===== src/rtl/clut_pkg.sv =====
// clut_pkg: shared definitions for the programmable colour look-up table.
//   - default "cat" palette entries in RGB444
//   - FSM state encoding for the palette loader
//   - clut_default(): RGB444 default colour for a palette index
package clut_pkg;

    localparam logic [11:0] CAT_ORANGE = 12'hF80;
    localparam logic [11:0] CAT_CREAM  = 12'hFC7;
    localparam logic [11:0] CAT_WHITE  = 12'hFFF;
    localparam logic [11:0] CAT_PINK   = 12'hFBE;
    localparam logic [11:0] CAT_NOSE   = 12'hF6D;
    localparam logic [11:0] CAT_BLACK  = 12'h000;
    localparam logic [11:0] CAT_EYE    = 12'h06B;

    typedef enum logic {
        ST_INIT = 1'b0,
        ST_RUN  = 1'b1
    } clut_state_t;

    // Entries beyond the cat colours default to black.
    function automatic logic [11:0] clut_default(input int unsigned idx);
        case (idx)
            0:       clut_default = CAT_ORANGE;
            1:       clut_default = CAT_CREAM;
            2:       clut_default = CAT_WHITE;
            3:       clut_default = CAT_PINK;
            4:       clut_default = CAT_NOSE;
            5:       clut_default = CAT_BLACK;
            6:       clut_default = CAT_EYE;
            default: clut_default = 12'h000;
        endcase
    endfunction

endpackage


===== src/rtl/clut_regfile.sv =====
// clut_regfile: palette storage, one write port and one registered read port.
// A read and a write to the same entry on the same edge returns the old colour.
// Ports:
//   clk, rst_n   clock, async active-low reset (read register only)
//   we/waddr/wdata  write port
//   re/raddr        read request; rdata updates one edge later, holds otherwise
//   rdata           registered read data
module clut_regfile #(
    parameter int AW = 4,
    parameter int DW = 12
) (
    input  logic          clk,
    input  logic          rst_n,
    input  logic          we,
    input  logic [AW-1:0] waddr,
    input  logic [DW-1:0] wdata,
    input  logic          re,
    input  logic [AW-1:0] raddr,
    output logic [DW-1:0] rdata
);

    logic [DW-1:0] mem [2**AW];

    // Storage is not reset: the loader rewrites every entry after each reset.
    always_ff @(posedge clk) begin
        if (we) mem[waddr] <= wdata;
    end

    always_ff @(posedge clk or negedge rst_n) begin
        if (!rst_n)  rdata <= '0;
        else if (re) rdata <= mem[raddr];
    end

endmodule


===== src/rtl/clut_prog.sv =====
// clut_prog: programmable colour look-up table with default palette loader.
// After reset the loader writes the default cat palette (one entry per cycle),
// then the block accepts lookups (latency 1) and palette writes.
// Optional feature: define CLUT_TRANSP_EN to flag lookups of TRANSP_IDX on pix_transp.
// Ports:
//   clk, rst_n                    clock, async active-low reset
//   pix_valid, pix_index          lookup request
//   pix_colr, pix_colr_vld        registered colour result and its valid
//   pix_transp                    result index is TRANSP_IDX (0 when feature off)
//   wr_valid, wr_ready, wr_addr, wr_data   palette write handshake
//   init_done                     default palette loaded
//
// state   | meaning
// --------+-----------------------------------------------------
// ST_INIT | loading default palette, ptr walks 0..2**IDX_W-1
// ST_RUN  | lookups and software writes accepted
module clut_prog
    import clut_pkg::*;
#(
    parameter int IDX_W      = 4,
    parameter int COL_W      = 12,
    parameter int TRANSP_IDX = 6
) (
    input  logic             clk,
    input  logic             rst_n,
    input  logic             pix_valid,
    input  logic [IDX_W-1:0] pix_index,
    output logic [COL_W-1:0] pix_colr,
    output logic             pix_colr_vld,
    output logic             pix_transp,
    input  logic             wr_valid,
    output logic             wr_ready,
    input  logic [IDX_W-1:0] wr_addr,
    input  logic [COL_W-1:0] wr_data,
    output logic             init_done
);

    localparam int CH_W = COL_W / 3;

    // Stretch RGB444 to COL_W: each nibble sits at the top of its channel.
    function automatic logic [COL_W-1:0] widen(input logic [11:0] c);
        logic [COL_W-1:0] w;
        w = '0;
        w[COL_W-1  -: 4] = c[11:8];
        w[2*CH_W-1 -: 4] = c[7:4];
        w[CH_W-1   -: 4] = c[3:0];
        return w;
    endfunction

    clut_state_t      state, state_nxt;
    logic [IDX_W-1:0] ptr, ptr_nxt;

    logic             rf_we;
    logic [IDX_W-1:0] rf_waddr;
    logic [COL_W-1:0] rf_wdata;
    logic             rf_re;
    logic             run;

    always_ff @(posedge clk or negedge rst_n) begin
        if (!rst_n) begin
            state <= ST_INIT;
            ptr   <= '0;
        end else begin
            state <= state_nxt;
            ptr   <= ptr_nxt;
        end
    end

    always_comb begin
        state_nxt = state;
        ptr_nxt   = ptr;
        case (state)
            ST_INIT: begin
                ptr_nxt = ptr + 1'b1;
                if (&ptr) state_nxt = ST_RUN;
            end
            ST_RUN:  state_nxt = ST_RUN;
            default: state_nxt = ST_INIT;
        endcase
    end

    assign run       = (state == ST_RUN);
    assign init_done = run;
    assign wr_ready  = run;

    // Loader owns the write port during INIT; software owns it afterwards.
    always_comb begin
        rf_we    = 1'b0;
        rf_waddr = wr_addr;
        rf_wdata = wr_data;
        if (!run) begin
            rf_we    = 1'b1;
            rf_waddr = ptr;
            rf_wdata = widen(clut_default(32'(ptr)));
        end else begin
            rf_we    = wr_valid;
        end
    end

    assign rf_re = pix_valid & run;

    clut_regfile #(
        .AW (IDX_W),
        .DW (COL_W)
    ) u_regfile (
        .clk   (clk),
        .rst_n (rst_n),
        .we    (rf_we),
        .waddr (rf_waddr),
        .wdata (rf_wdata),
        .re    (rf_re),
        .raddr (pix_index),
        .rdata (pix_colr)
    );

    always_ff @(posedge clk or negedge rst_n) begin
        if (!rst_n) pix_colr_vld <= 1'b0;
        else        pix_colr_vld <= rf_re;
    end

`ifdef CLUT_TRANSP_EN
    always_ff @(posedge clk or negedge rst_n) begin
        if (!rst_n)     pix_transp <= 1'b0;
        else if (rf_re) pix_transp <= (pix_index == IDX_W'(TRANSP_IDX));
        else            pix_transp <= 1'b0;
    end
`else
    assign pix_transp = 1'b0;
`endif

endmodule


===== config.mk =====
export PLATFORM = sky130hd
export DESIGN_NAME = clut_prog
export DESIGN_NICKNAME = d
export VERILOG_FILES = /design/src/rtl/clut_pkg.sv /design/src/rtl/clut_regfile.sv /design/src/rtl/clut_prog.sv
export SDC_FILE = /design/constraint.sdc
export NUM_CORES = 1
export LEC_CHECK = 0
export BUFFER_PORTS_ARGS = -buffer_cell sky130_fd_sc_hd__buf_2
export CELL_PAD_IN_SITES_DETAIL_PLACEMENT = 0
export CELL_PAD_IN_SITES_GLOBAL_PLACEMENT = 1
export CORE_MARGIN = 2
export CORE_UTILIZATION = 45
export DETAILED_ROUTE_END_ITERATION = 12
export HOLD_SLACK_MARGIN = 0.1
export PLACE_DENSITY = 0.69
export SYNTH_ARGS = -nofsm -noshare
export SYNTH_HDL_FRONTEND = slang
export SYNTH_HIERARCHICAL = 1
export SYNTH_SLANG_ARGS = --single-unit
export TNS_END_PERCENT = 1

===== constraint.sdc =====
create_clock -name clk -period 3.08 [get_ports clk]
set_input_delay 0.154 -clock clk [delete_from_list [all_inputs] [get_ports clk]]
set_output_delay 0.154 -clock clk [all_outputs]
set_load 0.05 [all_outputs]

==> reports/qor.yml <==
outcome:
  status: "complete, no violations"
place:
  hpwlAfterDp_um: 11600
  io_buffers: 38
  place_congestion: 0.779
sta:
  fin_crit_sh: 0.709
  setup_viol: 0
  rsz0062_at_grt: "false"
  maxSlewViolCount: 0
  hold_violations: 0
  setup_tns_ns: 0
  min_period_ns: 2.19
  fin_worst_skew_ns: 0.0184
  max_freq_mhz: 458
  relSlewSlack: 0.443
  worstMarginPinSlew_ns: 0.836
global_routing:
  grt_max_degree: 27
  grt_pass1_vias: 4280
  antenna_found_initial: 0
  grt_usage: 0.186
  grt_overflow_total: 0
  grt_pass1_wl_um: 27300
setup_path:
  cp.arrival_ns: 2.53
  cp_data_required_time_ns: 3.43
  worstPathMaxFanout: 25
  cp_slowest_cell: "o211ai_1"
  crit_path_start_kind: "flip-flop"
  cpMostUsedCell: "buf_4"
  endpoint_kind: "flip-flop"
  crit_buf_inv: 2
  crit_family: "compound AO/OA/AOI/OAI gates"
  cp_cell_sequence: "buf_4 > or2_1 > o211ai_1 > buf_4"
  cp_slowest_stage_delay_ns: 0.70
  crit_type: "reg2reg"
final_layout:
  multi_input_area_sq_um: 2140
  antenna_cells: 0
  drive_gt1_frac: 0.349
  area_growth_pct: 14.9
  final_nets: 516
  n_fill_cell: 1473
  ff_latch_area_sq_um: 6220
yosys:
  yosys_register_bits: 210
  synth_area_sq_um: 8530
  synthArstFlopShare: 0.0857
  synth_top_area_cell: "edfxtp_1"
  synth_warnings: 6
  yosysMostFrequentCell: "edfxtp_1"
  yosys-top-cells-area: "edfxtp_1 (68%), mux4_2 (9.8%), dfrtp_1 (5.3%)"
  synthFlopType: "edfxtp_1"
  syn-num-nets: 443
  yosysSeqAreaShare: 0.728
  synth_edf_count: 192
  synth.distinct_cells: 46
  postSynthAreaPerCell_sq_um: 20.6
  synth_common_cells: "edfxtp_1 (192), mux4_2 (37), nor2_1 (26), dfrtp_1 (18), nand2_1 (14)"
  yosysTopAreaCellShare: 0.676
  synthCells: 415
routing:
  first_pass_iters: 4
  via_per_inst: 5.67
  drc: 0
  ant_nets: 0
  drtIter0Drc: 406
  post_drt_wl_per_cell_um: 24.7
  num_vias: 4175
  routed_wl_um: 18200
power_and_ir_drop:
  finalPower_mw: 6.10
  swShare: 0.217
  cellLeakagePower_nw: 3.33
  clockPowerShare: 0.406
  vdd_ir_drop_max_v: 0.000328
  p_sw_mw: 1.32
  powerDensity_nw_per_um2: 622
  pwr-share-seq: 0.521
  intPower_mw: 4.78
  pwr-share-comb: 0.073
clocking:
  post_cts_buffers: 0
  cts_max_path_buffers: 3
  h-tree-depth: 1
  cts_buffers: 21
  cts_root_buf: "clkbuf_16"
  path_clk_slew_ns: 0.06
  cts.sinks: 210
  insertion_delay_ns: 0.49
  cts_tree: "yes"
die:
  die_h_um: 142
  rows: 50
  fp.dieW_um: 142
  io_pins: 40
  start_util: 0.458
  core_area_sq_um: 18600
  dieArea_sq_um: 20100
run:
  cap_violations: 0
worst_hold_path:
  hold_path.class: "in2reg"
==> path summary, 6_finish.rpt <==
kind,startpoint,end,slack [ns],cells past startpoint
max,init_done$_DFF_PN0_,u_regfile/mem[12][0]$_DFFE_PP_,0.89,4
min,wr_data[8],u_regfile/mem[4][8]$_DFFE_PP_,0.11,3
max reg2reg,init_done$_DFF_PN0_,u_regfile/mem[12][0]$_DFFE_PP_,0.89,4
min reg2reg,ptr[0]$_DFFE_PN0N_,ptr[0]$_DFFE_PN0N_,0.58,1
max in group asynchronous,rst_n,ptr[3]$_DFFE_PN0N_,2.55,2
min in group asynchronous,rst_n,ptr[2]$_DFFE_PN0N_,0.18,2
==> layer usage <==
metal | vias up | global-route usage | share of wire
li1 | 1867 | - | -
met1 | 2137 | 0.284 | 0.42
met2 | 155 | 0.291 | 0.47
met3 | 16 | 0.0233 | 0.097
met4 | 0 | 0.0426 | 0.014
met5 | - | 0 | 0
==> sequential cells by signal, indices dropped and copies added (netlist names) <==
signal           count
u_regfile/mem      192
ptr                  4
init_done            1
pix_colr_vld         1
u_regfile/rdata     12
==> metrics by stage <==
| stage | hold WS, ns | instances | utilization | instance area, sq um | worst slack, ns |
|---|---|---|---|---|---|
| detailed placement | 0.151 | 698 | 0.489 | 9120 | 0.876 |
| global placement | 0.149 | 698 | 0.489 | 9120 | 0.938 |
| finish | 0.111 | 736 | 0.526 | 9810 | 0.895 |
| global route | 0.156 | 736 | 0.526 | 9810 | 0.778 |
| CTS | 0.105 | 736 | 0.526 | 9810 | 0.869 |
| floorplan | -0.142 | 415 | - | 8540 | 0.286 |
==> worst min-delay path, stage by stage <==
cell	delay (ns)
buf_2	0.08
nand2_1	0.05
o31ai_1	0.16
==> cell usage in the layout, fill, tap and decap left out, types with 2 or more instances in the layout <==
| master | synthesis | final |
|---|---|---|
| xnor2_1 | 3 | 3 |
| mux4_1 | 11 | 11 |
| bufinv_16 | 0 | 2 |
| edfxtp_1 | 192 | 192 |
| clkbuf_16 | 0 | 21 |
| o211ai_1 | 2 | 2 |
| ha_1 | 4 | 4 |
| buf_4 | 5 | 37 |
| a221oi_2 | 12 | 12 |
| o22ai_2 | 6 | 6 |
| nor2b_1 | 3 | 3 |
| o22ai_1 | 6 | 6 |
| nand2b_1 | 5 | 5 |
| nand3b_1 | 2 | 2 |
| inv_1 | 2 | 2 |
| o41ai_2 | 0 | 2 |
| mux2i_1 | 12 | 12 |
| mux4_2 | 37 | 37 |
| clkbuf_1 | 3 | 4 |
| and2_1 | 2 | 2 |
| o21ai_0 | 2 | 2 |
| clkbuf_8 | 0 | 2 |
| nor2_1 | 26 | 26 |
| dfrtp_1 | 18 | 18 |
| o211ai_2 | 2 | 2 |
| clkinvlp_4 | 0 | 3 |
| nor3_2 | 0 | 4 |
| clkinv_1 | 0 | 3 |
| nand2_1 | 14 | 14 |
| buf_2 | 7 | 38 |
| o31ai_1 | 5 | 5 |
| clkinv_2 | 0 | 2 |
| mux2_2 | 2 | 2 |
==> cell type report <==
class | count | area share
well taps | 234 | 0.0299
inverters | 2 | 0.000766
repair buffers | 76 | 0.0487
multi-input cells | 177 | 0.218
clock buffers | 27 | 0.0579
flip-flops and latches | 210 | 0.634
clock inverters | 10 | 0.0106
==> repair_timing <==
item,CTS,global route
hold buffers,1,0
hold endpoints to repair,18,0
resized for setup,0,0
==> logic make-up (layout without fill, tap and decap cells) <==
kind of cell	count (synthesis)	after routing	share of synthesized area
XOR/XNOR	3	3	0.00308
multiplexers	62	62	0.148
buffers and inverters	28	115	0.0249
adder cells (fa/ha/maj)	4	4	0.00587
AO/OA/AOI/OAI	42	42	0.0509
other	1	1	0.000439
AND/OR/NAND/NOR	65	65	0.0381
flip-flops	210	210	0.728
==> power by group through the flow <==
stage          logic, mW  clock network (mW)  registers [mW]
2_1_floorplan      0.226                   0            3.31
3_3_place_gp       0.444                   0            3.24
3_5_place_dp       0.451                   0            3.24
4_1_cts            0.453                2.52            3.18
5_1_grt            0.472                2.64            3.18
6_report           0.446                2.48            3.18
Note: power is estimated with default switching activity, not from simulation.
